==> src/rtl/display_arbiter.sv <==
// display_arbiter: fixed-priority owner selection for a shared 7-segment
// driver, with a minimum on-screen hold window and per-owner blink gating.
module display_arbiter #(
   parameter int DIGITS       = 5,
   parameter int SOURCES      = 3,
   parameter int HOLD_CYCLES  = 50_000_000,
   parameter int BLINK_CYCLES = 25_000_000
) (
   input  logic                        clk,
   input  logic                        reset_n,
   input  logic [SOURCES-1:0]          req,
   input  logic [SOURCES-1:0]          blink,
   input  logic [SOURCES*DIGITS*4-1:0] src_digits,
   input  logic [SOURCES*DIGITS-1:0]   src_digit_enable,
   input  logic [SOURCES*DIGITS-1:0]   src_dp_enable,
   output logic [SOURCES-1:0]          grant,
   output logic [DIGITS*4-1:0]         digits,
   output logic [DIGITS-1:0]           digit_enable,
   output logic [DIGITS-1:0]           dp_enable,
   output logic                        holding
);

   localparam int HW = (HOLD_CYCLES > 1) ? $clog2(HOLD_CYCLES) : 1;
   localparam int BW = (BLINK_CYCLES > 1) ? $clog2(BLINK_CYCLES) : 1;
   localparam logic [HW-1:0] HOLD_LOAD = HW'(HOLD_CYCLES - 1);
   localparam logic [BW-1:0] BLINK_LAST = BW'(BLINK_CYCLES - 1);
   localparam logic [SOURCES-1:0] ONE = SOURCES'(1);

   typedef enum logic [1:0] {
      S_IDLE,
      S_HOLD,
      S_OWN
   } state_e;

   state_e                state_q, state_d;
   logic [SOURCES-1:0]    grant_q, grant_d;
   logic [HW-1:0]         hold_q, hold_d;
   logic [BW-1:0]         bcnt_q, bcnt_d;
   logic                  phase_q, phase_d;
   logic [DIGITS*4-1:0]   digits_q, digits_d;
   logic [DIGITS-1:0]     den_q, den_d;
   logic [DIGITS-1:0]     dp_q, dp_d;
   logic                  holding_q, holding_d;

   logic [SOURCES-1:0]    higher;
   logic [SOURCES-1:0]    others;
   logic                  owner_rq;
   logic [DIGITS*4-1:0]   sel_digits;
   logic [DIGITS-1:0]     sel_en;
   logic [DIGITS-1:0]     sel_dp;
   logic                  sel_blink;

   // Isolates the lowest set bit, i.e. the highest-priority requester.
   function automatic logic [SOURCES-1:0] pick_f(
      input logic [SOURCES-1:0] v
   );
      return v & (~v + ONE);
   endfunction

   always_comb begin
      higher   = req & (grant_q - ONE);
      others   = req & ~grant_q;
      owner_rq = |(req & grant_q);
      state_d  = state_q;
      grant_d  = grant_q;
      hold_d   = hold_q;
      unique case (state_q)
         S_IDLE: begin
            if (|req) begin
               state_d = S_HOLD;
               grant_d = pick_f(req);
               hold_d  = HOLD_LOAD;
            end
         end
         S_HOLD: begin
            if (hold_q != '0) begin
               hold_d = hold_q - HW'(1);
            end else if (|higher) begin
               grant_d = pick_f(higher);
               hold_d  = HOLD_LOAD;
            end else if (owner_rq) begin
               state_d = S_OWN;
            end else if (|others) begin
               grant_d = pick_f(others);
               hold_d  = HOLD_LOAD;
            end else begin
               state_d = S_IDLE;
               grant_d = '0;
            end
         end
         S_OWN: begin
            if (|higher) begin
               state_d = S_HOLD;
               grant_d = pick_f(higher);
               hold_d  = HOLD_LOAD;
            end else if (!owner_rq) begin
               if (|others) begin
                  state_d = S_HOLD;
                  grant_d = pick_f(others);
                  hold_d  = HOLD_LOAD;
               end else begin
                  state_d = S_IDLE;
                  grant_d = '0;
               end
            end
         end
         default: begin
            state_d = S_IDLE;
            grant_d = '0;
         end
      endcase
   end

   // Slice mux keyed on the next-state grant; all-zero grant yields zeros.
   always_comb begin
      sel_digits = '0;
      sel_en     = '0;
      sel_dp     = '0;
      sel_blink  = 1'b0;
      for (int s = 0; s < SOURCES; s++) begin
         if (grant_d[s]) begin
            sel_digits |= src_digits[s*DIGITS*4 +: DIGITS*4];
            sel_en     |= src_digit_enable[s*DIGITS +: DIGITS];
            sel_dp     |= src_dp_enable[s*DIGITS +: DIGITS];
            sel_blink  |= blink[s];
         end
      end
   end

   always_comb begin
      bcnt_d  = bcnt_q;
      phase_d = phase_q;
      if (grant_d != grant_q) begin
         bcnt_d  = '0;
         phase_d = 1'b1;
      end else if (bcnt_q == BLINK_LAST) begin
         bcnt_d  = '0;
         phase_d = ~phase_q;
      end else begin
         bcnt_d = bcnt_q + BW'(1);
      end
      digits_d  = sel_digits;
      dp_d      = sel_dp;
      den_d     = sel_en & {DIGITS{phase_d | ~sel_blink}};
      holding_d = (state_d == S_HOLD);
   end

   always_ff @(posedge clk or negedge reset_n) begin
      if (!reset_n) begin
         state_q   <= S_IDLE;
         grant_q   <= '0;
         hold_q    <= '0;
         bcnt_q    <= '0;
         phase_q   <= 1'b1;
         digits_q  <= '0;
         den_q     <= '0;
         dp_q      <= '0;
         holding_q <= 1'b0;
      end else begin
         state_q   <= state_d;
         grant_q   <= grant_d;
         hold_q    <= hold_d;
         bcnt_q    <= bcnt_d;
         phase_q   <= phase_d;
         digits_q  <= digits_d;
         den_q     <= den_d;
         dp_q      <= dp_d;
         holding_q <= holding_d;
      end
   end

   assign grant        = grant_q;
   assign digits       = digits_q;
   assign digit_enable = den_q;
   assign dp_enable    = dp_q;
   assign holding      = holding_q;

endmodule

==> config.mk <==
export PLATFORM = sky130hd
export DESIGN_NAME = display_arbiter
export DESIGN_NICKNAME = d
export VERILOG_FILES = /design/src/rtl/display_arbiter.sv
export SDC_FILE = /design/constraint.sdc
export NUM_CORES = 1
export LEC_CHECK = 0
export CORE_MARGIN = 2
export CORE_UTILIZATION = 51
export CTS_BUF_LIST = sky130_fd_sc_hd__clkbuf_8
export CTS_CLUSTER_DIAMETER = 200
export CTS_CLUSTER_SIZE = 40
export DETAILED_ROUTE_END_ITERATION = 16
export MAX_ROUTING_LAYER = met4
export PLACE_DENSITY = 0.83
export SYNTH_ARGS = -nofsm -noshare
export SYNTH_HDL_FRONTEND = slang
export SYNTH_SLANG_ARGS = --single-unit
export TNS_END_PERCENT = 20
==> constraint.sdc <==
create_clock -name clk -period 3.65 [get_ports clk]
set_clock_uncertainty 0.2 [all_clocks]
set_input_delay 0.5475 -clock clk [delete_from_list [all_inputs] [get_ports clk]]
set_output_delay 0.5475 -clock clk [all_outputs]
set_load 0.05 [all_outputs]
==> results.toml <==
[global_route]
grt_pass1_wl_mm = 25.60
grt_max_degree = 89
antenna_found_initial = 0
grt_usage = 0.2962
grt_overflow = 0
grt_pass1_vias = 5121

[cells_and_area]
nets = 818
antenna_cells = 0
area_growth_syn_to_layout_pct = 33.20
n_fill_cell = 740
final_common_cell = "clkdlybuf4s50_1"
most-common-layout-cells = "clkdlybuf4s50_1 (130), dfrtp_1 (87), nor2_1 (66), inv_1 (40)"
regArea_um2 = 2203
final_layout_size_suffix_gt1_frac = 0.1006
multi_input_area_um2 = 2704

[drt]
first_pass_iters = 11
drt-total-wl_mm = 15.88
vias_per_cell = 6.141
drc = 0
final_antenna_net_count = 0
drt_iter0_markers = 644
vias = 5214
wl_per_cell_um = 18.70

[cts]
cts_tree = "built"
cts_hold_buf = 0
post_cts_resized = 0
path_clk_slew_ns = 0.10
postCtsSetupBuffers = 0
cts_sinks = 88
root_buffer = "clkbuf_8"
insertion_delay_ns = 0.37
htree_levels = 3
cts_buffers = 9
cts_buffer_depth = 2

[yosys]
netlist_area_um2 = 5231
synth_cell_types = 61
seq_area_frac_synth = 0.4212
synthCells = 581
syn_area_per_cell_um2 = 9.004
synth_top_cell_by_area = "dfrtp_1"
synthArstFlopShare = 1.000
yosys_warnings = 0
synth_area_leaders = "dfrtp_1 (42%), a222oi_1 (5.9%), nor2_1 (4.7%)"
synth_top_area_share = 0.4162
synth-main-ff-cell = "dfrtp_1"
synth-seq-cells = 88
synth-edff-count = 0
synth_fp_nets = 688

[sta]
setup_viol = 0
worst_pin_slew_ns = 1.090
fin_crit_ns = 3.294
slew_violations = 0
fin_crit_sh = 0.9025
hold_viol = 0
rsz0062_at_grt = "no"
fmax_mhz = 303.6
finalSetupTns_ns = 0
timing.slew.headroom = 0.2731

[setup_path]
crit_fanout = 8
required_ns = 3.70
arrival_ns = 3.34
cp-start-kind = "flip-flop"
path_class = "reg -> reg"
end_kind = "flip-flop"

[placed_design]
port-buffer-count = 131
place.gp.congestion = 0.9294
dp_hpwl_mm = 11.64

[power_and_ir_drop]
internal_power_mw = 2.750
seqPwrFrac = 0.285
p_comb_frac = 0.588
power_mw = 5.282
clkPwrFrac = 0.127
ir_worst_vdd_uv = 492.1
leakagePower_nw = 2.943
p_per_area_nw_per_um2 = 758.1
switching_share = 0.4794
switching_power_mw = 2.532

[job]
maxCapViolations = 0

[die]
core_um2 = 9864
die_area_um2 = 11080
initial_utilization = 0.5303
std_cell_rows = 36
io_pins = 132
die-width_um = 105.3
die_h_um = 105.3

[hold_path]
holdCritPathClass = "in -> async"

[run_status]
status = "complete, no violations"
[sequential cells by signal, summed over array words and instances (netlist names)]
| register | flops |
|---|---|
| state_q | 2 |
| grant | 3 |
| bcnt_q | 25 |
| digits | 20 |
| digit_enable | 5 |
| holding | 1 |
| hold_q | 26 |
| dp_enable | 5 |
| phase_q | 1 |
[final timing paths]
| check | startpoint | to | slack [ns] | depth (start not counted) |
|---|---|---|---|---|
| setup / recovery | state_q[0] | digit_enable[2] | 0.36 | 9 |
| hold / removal | reset_n | bcnt_q[20] | 0.18 | 1 |
| setup reg to reg | state_q[0] | digit_enable[2] | 0.36 | 9 |
| hold reg to reg | bcnt_q[0] | bcnt_q[0] | 0.29 | 1 |
| max in group asynchronous | reset_n | dp_enable[2] | 2.40 | 1 |
| min in group clk | bcnt_q[0] | bcnt_q[0] | 0.29 | 1 |
[stage by stage]
stage | hold WS, ns | instances | area (um2) | setup WS, ns | util
6_report | 0.1815 | 849 | 6968 | 0.3557 | 0.7064
5_1_grt | 0.2619 | 849 | 6968 | 0.1725 | 0.7064
4_1_cts | 0.2141 | 849 | 6968 | 0.3517 | 0.7064
3_5_place_dp | 0.2742 | 833 | 6773 | 0.1027 | 0.6866
3_3_place_gp | 0.2729 | 833 | 6773 | 0.1590 | 0.6866
2_1_floorplan | 0.05191 | 581 | 5231 | 0.2252 | -
[cell type report]
type | count | area share
multi-input combinational | 414 | 0.3880
sequential | 88 | 0.3162
timing repair buffer | 158 | 0.2223
tap | 133 | 0.02388
inverter | 40 | 0.02155
clock buffer | 9 | 0.01778
clock inverter | 7 | 0.01024
[power by group through the flow]
stage | registers (mW) | clock network, mW | logic (mW)
2_1_floorplan | 2.05 | 0 | 1.53
6_report | 1.51 | 0.671 | 3.10
4_1_cts | 1.50 | 0.690 | 3.08
5_1_grt | 1.55 | 0.733 | 3.31
3_5_place_dp | 1.52 | 0 | 3.07
3_3_place_gp | 1.51 | 0 | 3.00
[cells in the mapped netlist, types with 5 or more instances]
| library cell | count |
|---|---|
| a21oi_1 | 17 |
| a222oi_1 | 31 |
| a22o_1 | 13 |
| a31oi_1 | 11 |
| and2_1 | 5 |
| and3_1 | 7 |
| buf_2 | 7 |
| clkbuf_1 | 26 |
| dfrtp_1 | 87 |
| ha_1 | 9 |
| inv_1 | 40 |
| nand2_1 | 31 |
| nand3_1 | 24 |
| nand4_1 | 7 |
| nor2_1 | 66 |
| nor2b_1 | 5 |
| nor3_1 | 23 |
| nor4_1 | 12 |
| o21a_1 | 9 |
| o21ai_0 | 27 |
| o221ai_1 | 7 |
| or2_2 | 9 |
| or3_1 | 9 |
| or4_1 | 5 |
| xnor2_1 | 15 |
| xor2_1 | 12 |
[cells by family (layout without fill, tap and decap cells)]
kind of cell	Yosys count	in the layout	synth area share
buf+inv	79	214	0.06433
flops	88	88	0.4212
xor+xnor	27	27	0.04521
simple gates	216	216	0.2081
compound gates	156	156	0.2275
fa+ha+maj	9	9	0.02153
mux	6	6	0.01220
[layer usage]
| layer | track usage | part of all wire |
|---|---|---|
| met1 | 0.3796 | 0.41 |
| met2 | 0.4765 | 0.49 |
| met3 | 0.04515 | 0.065 |
| met4 | 0.1114 | 0.027 |
| met5 | - | 0 |
[critical path, stage by stage, from the launching register on]
cell	delay (ns)
dfrtp_1	0.44
inv_1	0.14
ha_1	0.33
or3b_2	0.56
nand2_1	0.12
o221a_2	0.19
nor2_1	0.04
or4_2	0.66
a211oi_2	0.37
nor2_1	0.12
(Power assumes the default switching activity.)
